[src/rtl/opendap_swd_pkg.sv]
// Shared types, constants and helpers for the OpenDAP SWD host.
// Phase lengths live here so the host FSM and any reader agree on bit counts.
package opendap_swd_pkg;

  typedef enum logic [2:0] {
    ACK_OK    = 3'b001,
    ACK_WAIT  = 3'b010,
    ACK_FAULT = 3'b100
  } ack_e;

  localparam int PHASE_W = 4;

  typedef enum logic [PHASE_W-1:0] {
    PH_IDLE,
    PH_HEADER,
    PH_TURN_ACK,
    PH_ACK,
    PH_TGT_SKIP,
    PH_RDATA,
    PH_TURN_RDATA,
    PH_TURN_WDATA,
    PH_WDATA,
    PH_TURN_FAULT,
    PH_LINERESET,
    PH_TAIL,
    PH_RESP
  } phase_e;

  localparam int         BITCNT_W       = 6;
  localparam int         LINE_RESET_LEN = 56;
  localparam logic [1:0] TARGETSEL_ADDR = 2'b11;

  function automatic logic header_parity(input logic ap_ndp, input logic r_nw,
                                         input logic [1:0] addr);
    return ^{ap_ndp, r_nw, addr};
  endfunction

  // Value the bit counter is loaded with on entry to a phase (length - 1).
  function automatic logic [BITCNT_W-1:0] phase_last(input phase_e p, input int n_idle);
    case (p)
      PH_HEADER:          return BITCNT_W'(7);
      PH_ACK:             return BITCNT_W'(2);
      PH_TGT_SKIP:        return BITCNT_W'(4);
      PH_RDATA, PH_WDATA: return BITCNT_W'(32);
      PH_LINERESET:       return BITCNT_W'(LINE_RESET_LEN - 1);
      PH_TAIL:            return BITCNT_W'(n_idle - 1);
      default:            return BITCNT_W'(0);
    endcase
  endfunction

endpackage

[src/rtl/opendap_swclk_gen.sv]
// SWCLK divider: low for DIV clk cycles, then high for DIV cycles, while enabled.
// rise/fall flag the clk edge at which swclk is about to change.
module opendap_swclk_gen #(
  parameter int DIV = 1
) (
  input  logic clk,
  input  logic rst,
  input  logic en,
  output logic swclk,
  output logic rise,
  output logic fall
);

  localparam int CW = (DIV > 1) ? $clog2(DIV) : 1;

  logic [CW-1:0] cnt;
  logic          wrap;

  assign wrap = en && (cnt == CW'(DIV - 1));
  assign rise = wrap && !swclk;
  assign fall = wrap && swclk;

  always_ff @(posedge clk or posedge rst) begin
    if (rst) begin
      cnt   <= '0;
      swclk <= 1'b0;
    end else if (!en) begin
      cnt   <= '0;
      swclk <= 1'b0;
    end else if (wrap) begin
      cnt   <= '0;
      swclk <= ~swclk;
    end else begin
      cnt <= cnt + 1'b1;
    end
  end

endmodule

[src/rtl/opendap_swd_host.sv]
// SWD host: runs one DP/AP transfer, TARGETSEL or line reset per command over
// swclk/swdo/swdi and returns a single registered response.
module opendap_swd_host
  import opendap_swd_pkg::*;
#(
  parameter int DIV    = 1,
  parameter int N_IDLE = 2
) (
  input  logic        clk,
  input  logic        rst,
  input  logic        cmd_valid,
  output logic        cmd_ready,
  input  logic        cmd_linereset,
  input  logic        cmd_ap_ndp,
  input  logic        cmd_r_nw,
  input  logic [1:0]  cmd_addr,
  input  logic [31:0] cmd_wdata,
  output logic        rsp_valid,
  output logic [2:0]  rsp_ack,
  output logic [31:0] rsp_rdata,
  output logic        rsp_parity_err,
  output logic        swclk,
  output logic        swdo,
  output logic        swdo_en,
  input  logic        swdi
);

  phase_e                phase, next_phase;
  logic [BITCNT_W-1:0]   bitcnt;
  logic                  xfer_r_nw, xfer_tgt;
  logic [31:0]           xfer_wdata;
  logic [32:0]           sh, rd;
  logic [2:0]            ack, ack_in;
  logic                  rd_ok, tail_done;
  logic                  swclk_en, rise, fall;
  logic [7:0]            header;

  // Header in transmit order from bit 0: start, APnDP, RnW, A2, A3, parity, stop, park.
  assign header = {1'b1, 1'b0, header_parity(cmd_ap_ndp, cmd_r_nw, cmd_addr),
                   cmd_addr[1], cmd_addr[0], cmd_r_nw, cmd_ap_ndp, 1'b1};
  assign ack_in   = {swdi, ack[2:1]};
  assign swclk_en = (phase != PH_IDLE) && (phase != PH_RESP);

  opendap_swclk_gen #(.DIV(DIV)) u_swclk_gen (
    .clk   (clk),
    .rst   (rst),
    .en    (swclk_en),
    .swclk (swclk),
    .rise  (rise),
    .fall  (fall)
  );

  always_comb begin
    // NOTE: next_phase gets a default before the case so no path leaves it unassigned (no latch).
    next_phase = phase;
    case (phase)
      PH_HEADER:     next_phase = xfer_tgt ? PH_TGT_SKIP : PH_TURN_ACK;
      PH_TURN_ACK:   next_phase = PH_ACK;
      PH_ACK:        next_phase = (ack_in == ACK_OK) ?
                                  (xfer_r_nw ? PH_RDATA : PH_TURN_WDATA) : PH_TURN_FAULT;
      PH_RDATA:      next_phase = PH_TURN_RDATA;
      PH_TURN_WDATA,
      PH_TGT_SKIP:   next_phase = PH_WDATA;
      PH_TURN_RDATA,
      PH_WDATA,
      PH_TURN_FAULT,
      PH_LINERESET:  next_phase = PH_TAIL;
      default:       next_phase = phase;
    endcase
  end

  always_ff @(posedge clk or posedge rst) begin
    // NOTE: non-blocking assignments throughout, so every branch reads pre-edge state.
    if (rst) begin
      phase          <= PH_IDLE;
      bitcnt         <= '0;
      cmd_ready      <= 1'b1;
      xfer_r_nw      <= 1'b0;
      xfer_tgt       <= 1'b0;
      xfer_wdata     <= '0;
      sh             <= '0;
      rd             <= '0;
      ack            <= '0;
      rd_ok          <= 1'b0;
      tail_done      <= 1'b0;
      swdo           <= 1'b0;
      swdo_en        <= 1'b1;
      rsp_valid      <= 1'b0;
      rsp_ack        <= '0;
      rsp_rdata      <= '0;
      rsp_parity_err <= 1'b0;
    end else begin
      rsp_valid <= 1'b0;
      case (phase)
        PH_IDLE: begin
          if (!cmd_ready) begin
            cmd_ready <= 1'b1;
          end else if (cmd_valid) begin
            cmd_ready  <= 1'b0;
            xfer_r_nw  <= cmd_r_nw;
            xfer_wdata <= cmd_wdata;
            xfer_tgt   <= !cmd_linereset && !cmd_ap_ndp && !cmd_r_nw &&
                          (cmd_addr == TARGETSEL_ADDR);
            ack        <= '0;
            rd_ok      <= 1'b0;
            tail_done  <= 1'b0;
            // Line reset and header both open with a 1, so bit 0 is driven right away.
            swdo       <= 1'b1;
            swdo_en    <= 1'b1;
            sh         <= {26'd0, header[7:1]};
            phase      <= cmd_linereset ? PH_LINERESET : PH_HEADER;
            bitcnt     <= phase_last(cmd_linereset ? PH_LINERESET : PH_HEADER, N_IDLE);
          end
        end
        PH_RESP: begin
          rsp_valid      <= 1'b1;
          rsp_ack        <= ack;
          rsp_rdata      <= rd_ok ? rd[31:0] : 32'd0;
          rsp_parity_err <= rd_ok && (rd[32] ^ (^rd[31:0]));
          phase          <= PH_IDLE;
        end
        default: begin
          if (rise) begin
            if (phase == PH_ACK)   ack <= ack_in;
            if (phase == PH_RDATA) rd  <= {swdi, rd[32:1]};
            if (bitcnt != '0) begin
              bitcnt <= bitcnt - 1'b1;
            end else if (phase == PH_TAIL) begin
              // Last idle bit: hold until its high half ends so swclk finishes low.
              tail_done <= 1'b1;
            end else begin
              phase  <= next_phase;
              bitcnt <= phase_last(next_phase, N_IDLE);
              if (next_phase == PH_WDATA) sh    <= {^xfer_wdata, xfer_wdata};
              if (next_phase == PH_RDATA) rd_ok <= 1'b1;
            end
          end else if (fall) begin
            if (tail_done) begin
              phase <= PH_RESP;
            end else begin
              case (phase)
                PH_HEADER, PH_WDATA: begin
                  swdo    <= sh[0];
                  swdo_en <= 1'b1;
                  sh      <= {1'b0, sh[32:1]};
                end
                PH_LINERESET: begin
                  swdo    <= 1'b1;
                  swdo_en <= 1'b1;
                end
                PH_TAIL: begin
                  swdo    <= 1'b0;
                  swdo_en <= 1'b1;
                end
                default: begin
                  swdo    <= 1'b0;
                  swdo_en <= 1'b0;
                end
              endcase
            end
          end
        end
      endcase
    end
  end

endmodule
[config.mk]
export PLATFORM = sky130hd
export DESIGN_NAME = opendap_swd_host
export DESIGN_NICKNAME = d
export VERILOG_FILES = /design/src/rtl/opendap_swd_pkg.sv /design/src/rtl/opendap_swclk_gen.sv /design/src/rtl/opendap_swd_host.sv
export SDC_FILE = /design/constraint.sdc
export NUM_CORES = 1
export LEC_CHECK = 0
export ABC_AREA = 1
export BUFFER_PORTS_ARGS = -buffer_cell sky130_fd_sc_hd__buf_2
export CORE_ASPECT_RATIO = 1.75
export CORE_MARGIN = 3
export CORE_UTILIZATION = 35
export CTS_BUF_LIST = sky130_fd_sc_hd__clkbuf_4 sky130_fd_sc_hd__clkbuf_8
export CTS_CLUSTER_SIZE = 28
export DETAILED_ROUTE_END_ITERATION = 7
export PLACE_DENSITY = 0.63
export SKIP_LAST_GASP = 1
export SLEW_MARGIN = 0
export SYNTH_ARGS = -nofsm -noshare
export SYNTH_HDL_FRONTEND = slang
export SYNTH_SLANG_ARGS = --single-unit
[constraint.sdc]
create_clock -name clk -period 6.3 [get_ports clk]
set_input_delay 0.315 -clock clk [delete_from_list [all_inputs] [get_ports clk]]
set_output_delay 0.315 -clock clk [all_outputs]
set_load 0.02 [all_outputs]
==> run summary <==
At the pin with the least slew margin, the transition time is 1.00 ns. The synthesized net count is 1140, and the register clock-pin slew on the reported worst setup and hold paths is 0.09 ns. The run gives 1096 as the instance count of the mapped netlist.

The logs give 0.404 for the final core area utilization and 0 for the DRC violations left. The number of placed instances, taps included, is 1442. Across the run, the number of max-cap violations was 0. In this run the critical register-to-register path is captured at sh[18]. The logs give 0.154 for the global routing usage summed across all routing layers and 31600 µm for the wire length of the first global-routing pass. The via count of the first global-routing pass came out at 6634. The fraction of synthesis flops using an asynchronous set or reset pin came out at 1.00.

Entering global routing, the biggest net connects 93 pins. The relative max-transition margin was 0.331. The compound-gate portion of the synthesized area is 0.120.

The number of cells on the worst reg-to-reg path is 11. The placeable core region came out at 22900 µm². The post-route minimum period is 2.71 ns.

The floorplan die height is 209 µm. After synthesis, the mean cell area works out to 7.51 µm². The total grt overflow came out at 0. The number of flip-flops and latches in the synthesized netlist came out at 157. Clock latency on the worst-skew pair, taken at its later pin, is 0.46 ns. The post-synthesis share of cell area spent on and, or, nand and nor gates was 0.275.

The post-synthesis mux area share is 0. The critical path startpoint category is a flip-flop. The total standard cell area after synthesis is 8230 µm², and the number of slew-limit violations in the final report is 0. The final cycle utilization of the critical path came out at 0.431.

The via count normalized by instance count came out at 4.67. The flow ran to the end, and the final reports show no timing, DRC or antenna violations. The final total negative setup slack was 0 ns; the adder-cell area share of the yosys netlist was 0.00456.

The worst-path maximum fanout is 59. The tools report the startpoint of the most critical setup path as phase[3]. The ratio of cells with drive above 1 in the final layout is 0.141. The tools report the initial antenna violation count as 0. In this run the deepest clock path goes through 2 buffers. For this block, the initial DRC count from the detailed router was 347. The analysis attributes to cell leakage a power of 0.00480 µW. For the area enclosed by the die boundary, the log shows 25500 µm².

On the final layout, the worst clock skew is 0.0111 ns. For the number of nets with antenna violations after routing, the log shows 0. The largest family of logic cells by synthesized area was simple AND/OR/NAND/NOR gates.

The most instantiated flip-flop cell in the synthesis netlist was sky130_fd_sc_hd__dfrtp_1. The run gives 0.281 mV as the peak supply drop. From synthesis to final layout, the design area changed by 12.4%.

The run gives 0 as the number of setup buffers added after CTS. Clock tree synthesis selected as its root buffer the cell sky130_fd_sc_hd__clkbuf_8. The tools report the startpoint of the worst-slack reg-to-reg timing path as phase[3]. Total clock sinks: 157.

The tightest hold path in the finished design has a slack of 0.0144 ns. TritonCTS built the clock tree. The placed wire-length estimate after detailed placement was 13500 µm; the routability-driven placement congestion ratio was 0.929. The netlist uses 40 different library cells. Setup violations remaining at the end of the flow were counted as 0.

Power spread over the standard cell area amounts to 438 nW/µm². For the number of buffers added to fix hold violations after cts, the log shows 0. STA classifies the critical path endpoint as a flip-flop. The run gives 6883 as the total via count after detailed routing.

The first detailed-routing pass ran for 5 iterations. Total power for the finished layout comes to 4050 µW. Setup repair after global routing left no endpoint under its margin. The CTS H-tree depth came out at 4. After floorplanning, the core was divided into 73 placement rows. In this run, synthesis inferred 0 flip-flops with an integrated enable.

Width of the chip: 122 µm. For the worst path arrival time, the log shows 3.04 ns. Classification of the worst-slack hold path: input port to asynchronous set/reset pin. The count of synthesis-stage warnings from yosys is 0, and the share of the synthesized netlist area taken by xor and xnor gates is 0.0426. Final-layout fill cell count: 2397.

Wires add up to 18800 µm. For the part of the Yosys area used for sequential elements, the log shows 0.478. The final count of hold timing violations came out at 0. The net count of the finished layout is 1205.

Once the clock tree was built, the resizer swapped 0 gates to a different size. The initial cell density of the core is 0.359. The final standard cell count with taps included and fillers excluded was 1475; the required time of the worst setup path was 6.63 ns. For this design the top-level I/O count stands at 82. The critical path is of the flip-flop to flip-flop type.

The worst register-to-register path has a setup slack of 3.59 ns. Timing would allow up to 0.368 GHz. In this run, CTS created clock tree buffers numbering 17. In the final routed layout, each cell accounts on average for 12.8 µm. The number of port buffers was 81.
-- cell type report --
type | count | area [µm²] | area share
antenna | 1 | 2.50 | 0.000270
clock buffer | 20 | 269 | 0.0291
clock inverter | 12 | 161 | 0.0174
inverter | 115 | 439 | 0.0474
multi-input combinational | 786 | 3650 | 0.394
sequential | 157 | 3930 | 0.425
tap | 300 | 375 | 0.0406
timing repair buffer | 84 | 428 | 0.0462
-- metrics by stage --
| step | worst slack (ns) | cell area [µm²] |
|---|---|---|
| floorplan | 1.75 | 8230 |
| global placement | 3.67 | 8820 |
| detailed placement | 3.59 | 8820 |
| CTS | 3.58 | 9250 |
| global route | 3.29 | 9250 |
| finish | 3.59 | 9260 |
-- worst max-delay path, cell delays in order, from the launching register on --
cell	delay (ns)
sky130_fd_sc_hd__dfrtp_1	0.46
sky130_fd_sc_hd__inv_2	0.08
sky130_fd_sc_hd__nand2_2	0.09
sky130_fd_sc_hd__nor2_2	0.12
sky130_fd_sc_hd__nor2_4	0.15
sky130_fd_sc_hd__nand2_4	0.09
sky130_fd_sc_hd__inv_2	0.49
sky130_fd_sc_hd__nand3_1	0.17
sky130_fd_sc_hd__o21ai_2	0.19
sky130_fd_sc_hd__nand2_4	0.11
sky130_fd_sc_hd__inv_4	0.46
sky130_fd_sc_hd__o21ai_0	0.15
-- power by group --
part / internal (µW) / leakage, µW / total [µW] / switching [µW]
Combinational: 605 / 0.00256 / 1710 / 1100
Clock: 421 / 0.000209 / 812 / 391
Sequential: 1300 / 0.00203 / 1530 / 237
Total: 2320 / 0.00480 / 4050 / 1730
-- cells in the final DEF, fill, tap and decap left out, types with 3 or more instances in the layout --
master,n
sky130_fd_sc_hd__o21ai_0,133
sky130_fd_sc_hd__nor2_2,5
sky130_fd_sc_hd__o21ai_2,12
sky130_fd_sc_hd__clkbuf_8,19
sky130_fd_sc_hd__nor2_1,46
sky130_fd_sc_hd__nand2_1,458
sky130_fd_sc_hd__nand2_2,14
sky130_fd_sc_hd__xnor2_1,23
sky130_fd_sc_hd__a21oi_1,10
sky130_fd_sc_hd__clkinv_4,3
sky130_fd_sc_hd__nand3_1,30
sky130_fd_sc_hd__dfrtp_1,155
sky130_fd_sc_hd__inv_2,7
sky130_fd_sc_hd__a31oi_1,4
sky130_fd_sc_hd__ha_1,3
sky130_fd_sc_hd__nand2_4,4
sky130_fd_sc_hd__buf_2,81
sky130_fd_sc_hd__a22oi_1,8
sky130_fd_sc_hd__xor2_1,17
sky130_fd_sc_hd__clkinvlp_4,3
sky130_fd_sc_hd__inv_6,3
sky130_fd_sc_hd__bufinv_16,3
sky130_fd_sc_hd__inv_1,106
sky130_fd_sc_hd__buf_4,3
-- worst max path at each step --
stage,to,slack [ns]
finish,sh[18],3.59
global placement,sh[32],3.67
detailed placement,sh[12],3.59
global route,sh[18],3.29
floorplan,ack[0],1.75
CTS,sh[18],3.58
-- layer usage --
layer  global-route usage  vias up  wire (µm)
li1                     -     3546          -
met3               0.0249       28        524
met4               0.0584        0        424
met2                0.285      122      10300
met1                0.175     3187       7590
met5                    0        -          0
-- kinds of logic after synthesis --
kind of cell | after synthesis
flip-flops | 157
buffers and inverters | 153
other | 1
adder cells (fa/ha/maj) | 3
AND/OR/NAND/NOR | 565
XOR/XNOR | 40
AO/OA/AOI/OAI | 177
-- Yosys cell counts, drive strengths merged (2+ instances only) --
| library cell | n | area [µm²] |
|---|---|---|
| o211ai | 2 | 15.0 |
| a31oi | 4 | 25.0 |
| xor2 | 17 | 149 |
| dfstp | 2 | 52.6 |
| nand4 | 3 | 25.0 |
| nor2 | 52 | 213 |
| a22oi | 8 | 60.1 |
| inv | 115 | 434 |
| a21oi | 11 | 66.3 |
| o22ai | 2 | 12.5 |
| clkbuf | 19 | 71.3 |
| nand3 | 30 | 150 |
| dfrtp | 155 | 3880 |
| nand2 | 476 | 1850 |
| xnor2 | 23 | 201 |
| ha | 3 | 37.5 |
| buf | 19 | 148 |
| o21ai | 145 | 771 |
-- registers in the layout (all words and copies together), names as in the netlist, 3 cells and up --
register    flops
ack             3
rd             33
rsp_rdata      32
sh             33
bitcnt          6
phase           4
xfer_wdata     32
rsp_ack         3
No activity file was read; power rests on OpenSTA's default activity.
